**config.mk**
```make
export PLATFORM = sky130hd
export DESIGN_NAME = riscv_id_ex_stage
export DESIGN_NICKNAME = d
export VERILOG_FILES = /design/src/rtl/riscv_pkg.sv /design/src/rtl/riscv_alu_ctrl.sv /design/src/rtl/riscv_id_ex_stage.sv
export SDC_FILE = /design/constraint.sdc
export NUM_CORES = 1
export LEC_CHECK = 0
export CORE_UTILIZATION = 40
export DETAILED_ROUTE_END_ITERATION = 10
export PLACE_DENSITY = 0.67
export REMOVE_ABC_BUFFERS = 1
export SYNTH_ARGS = -nofsm -noshare
export SYNTH_HDL_FRONTEND = slang
export SYNTH_SLANG_ARGS = --single-unit
export TNS_END_PERCENT = 50
```
**constraint.sdc**
```tcl
create_clock -name clk -period 11.6 [get_ports clk]
set_input_delay 2.32 -clock clk [delete_from_list [all_inputs] [get_ports clk]]
set_output_delay 2.32 -clock clk [all_outputs]
set_load 0.05 [all_outputs]
```
**src/rtl/riscv_pkg.sv**
```systemverilog
// Shared constants for the RV32I core: datapath width, ALU control codes and
// the main-decoder ALU op encodings consumed by the ID->EX stage.
package riscv_pkg;

  localparam int unsigned XLEN = 32;

  localparam logic [3:0] ALU_CTRL_AND = 4'd0;
  localparam logic [3:0] ALU_CTRL_OR  = 4'd1;
  localparam logic [3:0] ALU_CTRL_ADD = 4'd2;
  localparam logic [3:0] ALU_CTRL_SUB = 4'd6;
  localparam logic [3:0] ALU_CTRL_SLT = 4'd7;
  localparam logic [3:0] ALU_CTRL_NOR = 4'd12;
  localparam logic [3:0] ALU_CTRL_ILL = 4'd15;

  localparam logic [1:0] ALUOP_ADD   = 2'b00;
  localparam logic [1:0] ALUOP_SUB   = 2'b01;
  localparam logic [1:0] ALUOP_FUNCT = 2'b10;
  localparam logic [1:0] ALUOP_RSVD  = 2'b11;

  localparam logic [2:0] F3_ADDSUB = 3'b000;
  localparam logic [2:0] F3_SLT    = 3'b010;
  localparam logic [2:0] F3_OR     = 3'b110;
  localparam logic [2:0] F3_AND    = 3'b111;

endpackage

```
**src/rtl/riscv_alu_ctrl.sv**
```systemverilog
// Combinational ALU control decoder: maps the main-decoder ALU op plus funct
// fields onto a 4-bit ALU control code, flagging unsupported combinations.
module riscv_alu_ctrl
  import riscv_pkg::*;
(
  input  logic [1:0] alu_op,
  input  logic [2:0] funct3,
  input  logic       funct7b5,
  input  logic       rtype,
  output logic [3:0] alu_ctrl,
  output logic       illegal
);

  always_comb begin
    alu_ctrl = ALU_CTRL_ILL;
    illegal  = 1'b1;
    case (alu_op)
      ALUOP_ADD: begin
        alu_ctrl = ALU_CTRL_ADD;
        illegal  = 1'b0;
      end
      ALUOP_SUB: begin
        alu_ctrl = ALU_CTRL_SUB;
        illegal  = 1'b0;
      end
      ALUOP_FUNCT: begin
        case (funct3)
          // funct7b5 only selects SUB for R-type; for ADDI it is an immediate bit
          F3_ADDSUB: begin
            alu_ctrl = (rtype && funct7b5) ? ALU_CTRL_SUB : ALU_CTRL_ADD;
            illegal  = 1'b0;
          end
          F3_AND: begin
            alu_ctrl = ALU_CTRL_AND;
            illegal  = 1'b0;
          end
          F3_OR: begin
            alu_ctrl = ALU_CTRL_OR;
            illegal  = 1'b0;
          end
          F3_SLT: begin
            alu_ctrl = ALU_CTRL_SLT;
            illegal  = 1'b0;
          end
          default: ;
        endcase
      end
      default: ;
    endcase
  end

endmodule

```
**src/rtl/riscv_id_ex_stage.sv**
```systemverilog
// ID->EX pipeline register: decodes ALU control, selects operand B, and holds
// beats in a main register backed by a skid entry so in_ready comes from a flop.
module riscv_id_ex_stage #(
  parameter int unsigned XLEN    = riscv_pkg::XLEN,
  parameter int unsigned REGADDR = 5
) (
  input  logic               clk,
  input  logic               reset,
  input  logic               flush,
  input  logic               in_valid,
  output logic               in_ready,
  input  logic [XLEN-1:0]    in_rs1,
  input  logic [XLEN-1:0]    in_rs2,
  input  logic [XLEN-1:0]    in_imm,
  input  logic               in_alu_src,
  input  logic [1:0]         in_alu_op,
  input  logic [2:0]         in_funct3,
  input  logic               in_funct7b5,
  input  logic               in_rtype,
  input  logic [REGADDR-1:0] in_rd,
  input  logic               in_reg_write,
  input  logic [XLEN-1:0]    in_pc,
  output logic               out_valid,
  input  logic               out_ready,
  output logic [XLEN-1:0]    A,
  output logic [XLEN-1:0]    B,
  output logic [3:0]         ALU_Ctrl,
  output logic [REGADDR-1:0] out_rd,
  output logic               out_reg_write,
  output logic [XLEN-1:0]    out_pc,
  output logic               illegal
);

  typedef struct packed {
    logic [XLEN-1:0]    a;
    logic [XLEN-1:0]    b;
    logic [XLEN-1:0]    pc;
    logic [3:0]         alu_ctrl;
    logic [REGADDR-1:0] rd;
    logic               reg_write;
    logic               illegal;
  } payload_t;

  logic [3:0] dec_ctrl;
  logic       dec_illegal;
  payload_t   beat;
  payload_t   main_q, main_d, skid_q, skid_d;
  logic       main_valid_q, main_valid_d, skid_valid_q, skid_valid_d;
  logic       accept, pop;

  riscv_alu_ctrl u_alu_ctrl (
    .alu_op   (in_alu_op),
    .funct3   (in_funct3),
    .funct7b5 (in_funct7b5),
    .rtype    (in_rtype),
    .alu_ctrl (dec_ctrl),
    .illegal  (dec_illegal)
  );

  always_comb begin
    beat.a         = in_rs1;
    beat.b         = in_alu_src ? in_imm : in_rs2;
    beat.pc        = in_pc;
    beat.alu_ctrl  = dec_ctrl;
    beat.rd        = in_rd;
    beat.reg_write = in_reg_write & ~dec_illegal;
    beat.illegal   = dec_illegal;
  end

  assign in_ready = ~skid_valid_q;
  assign accept   = in_valid & in_ready;
  assign pop      = main_valid_q & out_ready;

  always_comb begin
    main_d       = main_q;
    skid_d       = skid_q;
    main_valid_d = main_valid_q;
    skid_valid_d = skid_valid_q;
    if (flush) begin
      main_valid_d = 1'b0;
      skid_valid_d = 1'b0;
    end else if (main_valid_q && !pop) begin
      // main is stalled; skid is empty whenever accept is possible
      if (accept) begin
        skid_d       = beat;
        skid_valid_d = 1'b1;
      end
    end else if (skid_valid_q) begin
      main_d       = skid_q;
      main_valid_d = 1'b1;
      skid_valid_d = 1'b0;
    end else if (accept) begin
      main_d       = beat;
      main_valid_d = 1'b1;
    end else begin
      main_valid_d = 1'b0;
    end
  end

  always_ff @(posedge clk or posedge reset) begin
    if (reset) begin
      main_q       <= '0;
      skid_q       <= '0;
      main_valid_q <= 1'b0;
      skid_valid_q <= 1'b0;
    end else begin
      main_q       <= main_d;
      skid_q       <= skid_d;
      main_valid_q <= main_valid_d;
      skid_valid_q <= skid_valid_d;
    end
  end

  assign out_valid     = main_valid_q;
  assign A             = main_q.a;
  assign B             = main_q.b;
  assign ALU_Ctrl      = main_q.alu_ctrl;
  assign out_rd        = main_q.rd;
  assign out_reg_write = main_q.reg_write;
  assign out_pc        = main_q.pc;
  assign illegal       = main_q.illegal;

endmodule

```
---- Yosys cells after proc, flatten, opt, wreduce, memory -nomap -nowiden ----
Cells that the tools add are included.
word-level totals
  register bits ........................... 216
  latch bits .............................. 0
  bits in writable memories ............... 0
  ROM bits ................................ 0
  input bits .............................. 147
  output and inout bits ................... 109
  word-level logic and storage cells ...... 55
  memories kept ........................... 0
cells by class
  $add $sub $neg .......................... 0
  multipliers ............................. 0
  divide/modulo/power cells ............... 0
  order comparisons ....................... 0
  equality and inequality tests ........... 7
  shift-type cells ........................ 0
  muxes and demuxes ....................... 15
  bitwise gates (word level) .............. 7
  reductions and logical operators ........ 10
operator list
  cell                                                  count
  two-way mux 107 bit                                   2
  two-way mux 32 bit                                    1
  case mux 4 bit (4 select lines)                       1
  case mux 4 bit (3 select lines)                       1
  two-way mux 1 bit                                     8
  equality test 3 bit (second input constant)           2
  AND reduction 3 bit                                   2
  NOT 1 bit                                             4
  OR reduction 4 bit                                    1
  AND 1 bit                                             3
  equality test 3 x 2 -> 1 bit (second input constant)  1
  zero test 3 bit                                       1
  two-way mux 3 bit                                     1
  != test 3 bit (second input constant)                 1
  equality test 2 x 1 -> 1 bit (second input constant)  1
  equality test 2 bit (second input constant)           1
  logical AND 1 bit                                     2
  zero test 2 bit                                       1
  != test 2 bit (second input constant)                 1
  case mux 1 bit (2 select lines)                       1
  nonzero test 2 bit                                    1
  OR reduction 2 bit                                    1
  zero test 1 bit                                       1

---- Logic depth before layout (Yosys ltp) ----
Gate-level depths: netlist (run 1).
  word-level depth ........................ 8
  gate-level depth with buffers ........... 8
  mapped depth without buffers ............ 4

---- Hierarchy ----
From an unflattened synthesis (run 1), not the netlist that was laid out.
second synthesis, totals
  cells, all modules ...................... 761
  area, all modules ....................... 9841.9 sq um
by module, submodules not included
  module             instances  cells each  area an instance (sq um)  sequential area each (sq um)
  riscv_id_ex_stage  1          749         9761.9                    5405.2
  riscv_alu_ctrl     1          12          80.1                      0.0

---- Worst setup path after synthesis (run 1) ----
Ideal clock, no wire load.
  path type ............................... input-to-reg
  start point ............................. in out_ready
  end point ............................... reg main_q (netlist bit ALU_Ctrl[3])
  library setup time ...................... 126 ps
  arrival time ............................ 3328 ps
  required time ........................... 11474 ps
  path slack .............................. 8146 ps
  stages on the path ...................... 5
  path buffers ............................ 2
  cell sequence ........................... nor2b_1 -> or3_1 -> buf_4 -> buf_6 -> a221o_1
between the ends
  cells in the longest elaborated chain, start to end .. 5
RTL lines
  element                        line                      text
  from (decl)                    riscv_id_ex_stage.sv:24   input logic out_ready,
  AND 1 bit                      riscv_id_ex_stage.sv:72   assign pop = main_valid_q & out_ready;
  zero test 1 bit                riscv_id_ex_stage.sv:82   end else if (main_valid_q && !pop) begin
  logical AND 1 bit              riscv_id_ex_stage.sv:82
  NOT 1 bit (no line)            n/a
  AND reduction 3 bit (no line)  n/a
  to (signal assigned)           riscv_id_ex_stage.sv:107  main_q <= main_d;
  to (decl)                      riscv_id_ex_stage.sv:47   payload_t main_q, main_d, skid_q, skid_d;
No other way between the ends.
A chain may end at the register's enable or synchronous reset.

---- Final worst setup path (run 1) ----
Ends and elaborated chain as after synthesis.

==> results by group, run 1 <==
Yosys
  – Synth Register Bits: 214
  – Synth warnings: 0
  – Post-Syn Area: 9150 µm²
  – Synth area leaders: dfrtp_1, mux2i_1, mux2_2
  – Synth async-reset ratio: 100%
  – Sequential area share after synthesis: 58.5%
  – Syn Area/Cell: 11.1 µm²
  – Most used DFF post-synth: dfrtp_1
  – Post-synth cell types: 30
  – Yosys top cell area share: 58.5%
  – Post-synth EDFFs: 0
  – Cells after synthesis: 825
  – Leading area contributor after synthesis: dfrtp_1

Clock network
  – Htree depth: 1
  – Clk sink count: 214
  – CTS Hold Bufs: 0
  – CTS buffer count: 24
  – Clock Root Buffer: clkbuf_16
  – Post-CTS Setup Bufs: 0
  – CTS tree: done
  – Max clock buf depth: 3
  – Post-cts resize count: 0
  – Clock Latency Late Sink: 510 ps
  – Clock-pin transition on the worst setup and hold timing paths: 60 ps

Cells and area
  – P&R area growth vs syn: 38.5%
  – Finished Layout Cells: 1350
  – Post-Layout Inst Area: 12700 µm²
  – Ratio of cells with drive above 1 in the final layout: 11.2%
  – Storage element area: 5360 µm²
  – Post-Route Utilization: 57.4%
  – Fill cells: 1902
  – Final net count: 1199
  – Multi-input gate area: 3520 µm²
  – Ant. Diodes: 0

Timing
  – Slew Viols, Final: 0
  – Period minus WS final: 4830 ps
  – Fmax: 0.207 GHz
  – Period utilization: 41.6%
  – Count of final setup violators: 0
  – Fin Clk Skew: 13.9 ps
  – Tightest Pin Transition: 1090 ps
  – Hold Fails Final Rpt: 0
  – Setup slack after layout: 6770 ps
  – Setup tns final: 0 ps
  – Hold Worst Slack: 474 ps
  – Slew Limit Headroom: 27.6%
  – RSZ-0062 raised after global routing: no

Pwr
  – Cell area power density: 188 nW/µm²
  – Total power: 2.38 mW
  – Peak VDD IR: 0.000101 V
  – Leakage power: 5.48 nW

Global routing
  – All-layer global routing usage: 18.2%
  – First-pass GRT wire length: 34500 µm
  – Gr ovfl total: 0
  – Largest net degree at the start of global routing: 142
  – Vias in the first global route: 6567
  – Initial antenna violation count: 0

Die
  – Num ports: 256
  – Core ar.: 22100 µm²
  – Chip Height: 153 µm
  – FP Rows: 54
  – Initial Utilization: 41.4%
  – Chip width: 153 µm
  – Die area: 23500 µm²

Drt
  – First-pass iteration count of the detailed router: 5
  – Average wire per standard cell: 15.6 µm
  – DRC: 0
  – Vias per cell: 4.89
  – Total wire length: 21000 µm
  – DR vias: 6603
  – First DRT Iteration DRCs: 277
  – DRT antenna net count: 0

Status
  – Status: finished clean

Placement
  – Port Buffers: 255
  – Placed cell area: 11800 µm²
  – Detailed placement HPWL: 13600 µm
  – Placed insts: 1306
  – Dpl ws: 6280 ps
  – Placer Congestion: 0.710

Worst setup path
  – Reg2reg path depth: 5
  – Crit path DAT: 5210 ps
  – R2R Path Start: skid_valid_q$_DFFE_PP0P_
  – R2R setup slack: 8480 ps
  – CP top delay family: buffers and inverters
  – Slowest-stage cell, CP: buf_4
  – Critical Path Max Stage Delay: 850 ps
  – Kind of critical path: input port to flop
  – Buffering stage count on the worst path with inverters included: 2
  – Crit Path Max Fanout: 105
  – Critical Path Sink Type: flop
  – CP required: 11980 ps
  – CP cell instances: clkdlybuf4s50_1 -> nor2b_1 -> or3_4 -> buf_4 -> nor2_1 -> a221o_1
  – Startpoint types: input port
  – Reg2Reg Capture Point: ALU_Ctrl[3]$_DFFE_PP0P_

Worst hold path
  – Worst Hold Depth: 2
  – Worst hold path type: flop to flop
  – Hold EP: B[24]$_DFFE_PP0P_
  – Min-delay src: B[24]$_DFFE_PP0P_

Run
  – Max-cap violations: 0
[power by group]
part           internal [mW]  switching (mW)  total [mW]
clock network          0.501           0.298       0.799
logic                  0.241           0.364       0.604
registers              0.899          0.0769       0.976
total                   1.64           0.738        2.38
[cell type report]
cell class | instances | share of cell area, %
flip-flops and latches | 214 | 42.3
multi-input cells | 549 | 27.8
well taps | 280 | 2.76
clock buffers | 33 | 5.41
inverters | 3 | 0.148
repair buffers | 260 | 20.4
clock inverters | 11 | 1.22
[cells by family after synthesis]
kind of cell	after synthesis	synth area share [%]
buffers and inverters	62	3.19
muxes	171	19.7
AOI/OAI and AO/OA	184	10.3
and+or+nand+nor	194	8.30
DFF	214	58.5
[state kept, by name (all words and copies together) (netlist names)]
register and cells:
out_reg_write 1, out_valid 1, ALU_Ctrl 4, A 32
out_pc 32, skid_q 106, out_rd 5, skid_valid_q 1
B 32
[per-layer routing]
layer | vias to the layer above | GRT usage [%] | wire, µm
met2 | 179 | 29.4 | 9410
met3 | 30 | 6.10 | 1810
li1 | 3299 | - | -
met4 | 0 | 4.67 | 459
met5 | - | 0 | 0
met1 | 3095 | 23.3 | 9350
[worst reg2reg max path: stages, from the launching register on]
cell	delay [ps]
dfrtp_4	580
nor2_1	250
or3_4	780
buf_4	950
nor2_1	150
a221o_1	310
[cells in the mapped netlist, types with 3 or more instances]
master	n
a21oi_1	37
buf_1	4
buf_2	26
buf_4	3
clkbuf_1	24
dfrtp_1	214
inv_1	3
mux2_2	70
mux2i_1	101
nand2_1	144
nor2_1	37
nor2b_1	3
o21ai_0	131
o21ai_1	7
[worst max path at each step]
stage                   start                      end  slack, ps  cells after the start
finish              out_ready  ALU_Ctrl[3]$_DFFE_PP0P_       6770                      6
global route        out_ready  ALU_Ctrl[3]$_DFFE_PP0P_       6510                      6
CTS                 out_ready  ALU_Ctrl[3]$_DFFE_PP0P_       6810                      6
detailed placement  out_ready  ALU_Ctrl[3]$_DFFE_PP0P_       6280                      6
global placement    out_ready  ALU_Ctrl[3]$_DFFE_PP0P_       6320                      6
floorplan               reset  ALU_Ctrl[0]$_DFFE_PP0P_       3430                      1
[cell usage in the layout, fill, tap and decap left out, types with 3 or more instances in the layout]
cell,Yosys,final
clkinv_2,0,7
clkbuf_16,0,25
mux2_2,70,70
nand2_1,144,144
bufinv_16,0,4
mux2i_1,101,101
o21ai_0,131,131
dfrtp_1,214,213
o21ai_1,7,7
clkdlybuf4s50_1,0,254
a21oi_1,37,37
clkbuf_8,0,3
buf_4,3,5
nor2b_1,3,3
clkbuf_1,24,5
nor2_1,37,37
(Power assumes the default switching activity.)
==> run 2: changes to the inputs <==
clock period = 4.5 ns   (was 11.6 ns; I/O delays follow)
==> run 2 against run 1 <==
  * First-iteration DRC count increased by 22%
  * Final cell count up 0.30%
  * Core utilization increased by 0.096 points
==> results by group, run 2 (synthesized netlist as in run 1, its figures left out) <==
Clock network
  – Post-CTS Setup Bufs: 0 (unchanged)
  – CTS Hold Bufs: 0 (unchanged)
  – Max clock buf depth: 3 (unchanged)
  – Clk sink count: 214 (unchanged)
  – Htree depth: 1 (unchanged)
  – Clock Latency Late Sink: 510 ps (about the same)
  – CTS buffer count: 24 (unchanged)
  – Clock-pin transition on the worst setup and hold timing paths: 60 ps (about the same)
  – Clock Root Buffer: clkbuf_16
  – Post-cts resize count: 0 (unchanged)
  – CTS tree: done

Pwr
  – Peak VDD IR: 0.000289 V (+190%)
  – Leakage power: 5.49 nW (+0.13%)
  – Cell area power density: 473 nW/µm² (+150%)
  – Total power: 6.00 mW (+150%)

Drt
  – DRC: 0 (unchanged)
  – DRT antenna net count: 0 (unchanged)
  – First DRT Iteration DRCs: 337 (+22%)
  – DR vias: 6632 (+0.44%)
  – First-pass iteration count of the detailed router: 4 (-1)
  – Average wire per standard cell: 15.7 µm (+0.74%)
  – Vias per cell: 4.90 (+0.14%)
  – Total wire length: 21200 µm (+1.0%)

Timing
  – Slew Viols, Final: 0 (unchanged)
  – RSZ-0062 raised after global routing: no
  – Fin Clk Skew: 14.5 ps (+0.597 ps)
  – Tightest Pin Transition: 1060 ps (-25.2 ps)
  – Hold Fails Final Rpt: 0 (unchanged)
  – Count of final setup violators: 0 (unchanged)
  – Fmax: 0.323 GHz
  – Period minus WS final: 3100 ps
  – Setup tns final: 0 ps (unchanged)
  – Setup slack after layout: 1400 ps (-5370 ps)
  – Period utilization: 68.9%
  – Slew Limit Headroom: 29.2% (+1.7 points)

Cells and area
  – Ratio of cells with drive above 1 in the final layout: 11.5% (+0.24 points)
  – Biggest register: skid_q
  – P&R area growth vs syn: 38.8%
  – Ant. Diodes: 0 (unchanged)
  – Finished Layout Cells: 1354 (+0.30%)
  – Commonest cells after routing, fill and taps aside: clkdlybuf4s50_1, dfrtp_1, nand2_1
  – Commonest non-fill, non-tap cell in the layout: clkdlybuf4s50_1
  – Number of flip-flops under the largest register name: 106 (unchanged)
  – Final net count: 1203 (+0.33%)

Placement
  – Placer Congestion: 0.732 (+3.1%)
  – Detailed placement HPWL: 14100 µm (+3.4%)
  – Port Buffers: 255 (unchanged)
  – Placed insts: 1310 (+0.31%)
  – Dpl ws: 1320 ps (-4960 ps)

Worst hold path
  – Worst Hold Depth: 2 (unchanged)
  – Worst hold path type: flop to flop

Worst setup path
  – Crit path DAT: 2200 ps (-3010 ps)
  – Critical Path Max Stage Delay: 830 ps (-20 ps)
  – CP top delay family: buffers and inverters
  – CP required: 3600 ps (-8380 ps)
  – CP cell instances: inv_1 -> clkdlybuf4s50_1
  – Critical Path Sink Type: output port
  – Reg2reg path depth: 4 (-1)
  – Slowest-stage cell, CP: clkdlybuf4s50_1
  – WP depth: 2 (-4)
  – Buffering stage count on the worst path with inverters included: 2 (unchanged)
  – Crit Path Max Fanout: 30 (-71%)
  – Kind of critical path: flop to output port
  – Startpoint types: flop

Die
  – Chip width: 153 µm (unchanged)
  – FP Rows: 54 (unchanged)
  – Chip Height: 153 µm (unchanged)
  – Num ports: 256 (unchanged)
  – Initial Utilization: 41.4% (unchanged)
  – Die area: 23500 µm² (unchanged)
  – Core ar.: 22100 µm² (unchanged)

Run
  – Max-cap violations: 0 (unchanged)

Global routing
  – First-pass GRT wire length: 34500 µm (-0.12%)
  – Gr ovfl total: 0 (unchanged)
  – Largest net degree at the start of global routing: 126 (-11%)
  – Initial antenna violation count: 0 (unchanged)
  – All-layer global routing usage: 18.2% (about the same)
  – Vias in the first global route: 6647 (+1.2%)

Status
  – Status: finished clean
==> run 2: cell types whose count changed in the layout (fill, tap and decap cells not counted) <==
cell	before	now
buf_12	0	3
clkinvlp_4	0	1
buf_4	5	6
bufinv_16	4	0
clkbuf_8	3	9
clkinv_2	7	3
clkbuf_1	5	6
==> run 2: power breakdown <==
part / leakage [nW] / internal (mW) / switching (mW) / total [mW]
clock network: 0.392 / 1.16 / 0.754 / 1.92
registers: 2.65 / 2.32 / 0.202 / 2.52
logic: 2.44 / 0.626 / 0.939 / 1.56
==> run 2: path summary, 6_finish.rpt <==
path | start | end | slack [ps]
worst min register to register | B[29]$_DFFE_PP0P_ | B[29]$_DFFE_PP0P_ | 480
min in group asynchronous | reset | skid_q[23]$_DFFE_PP0P_ | 980
worst max-delay path | skid_valid_q$_DFFE_PP0P_ | in_ready | 1400
max in group asynchronous | reset | out_rd[3]$_DFFE_PP0P_ | 2660
worst min-delay path | B[29]$_DFFE_PP0P_ | B[29]$_DFFE_PP0P_ | 480
worst max register to register | skid_valid_q$_DFFE_PP0P_ | A[5]$_DFFE_PP0P_ | 2000
==> run 2: per-stage QoR <==
step                utilization [%]  hold slack (ps)  area (µm²)
detailed placement             53.9              470       11900
global placement               53.9              460       11900
global route                   57.5              493       12700
floorplan                         -              449        8870
CTS                            57.5              483       12700
finish                         57.5              475       12700
==> run 2: worst min-delay path, stage by stage, from the launching register on <==
cell	delay (ps)
dfrtp_1	340
nand2_1	50
o21ai_0	60
==> run 2: metal layers <==
metal	global-route usage [%]	routed length [µm]	vias to the layer above
met3	6.07	1780	35
met5	0	0	-
met1	23.9	9390	3118
met4	4.95	510	0
li1	-	-	3300
met2	28.6	9560	179
==> run 2: final cells by class <==
type	count	area (µm²)
clock inverter	4	22.5
sequential	214	5360
tap	280	350
multi-input combinational	549	3520
inverter	3	18.8
clock buffer	40	772
fill	1869	9400
timing repair buffer	264	2650
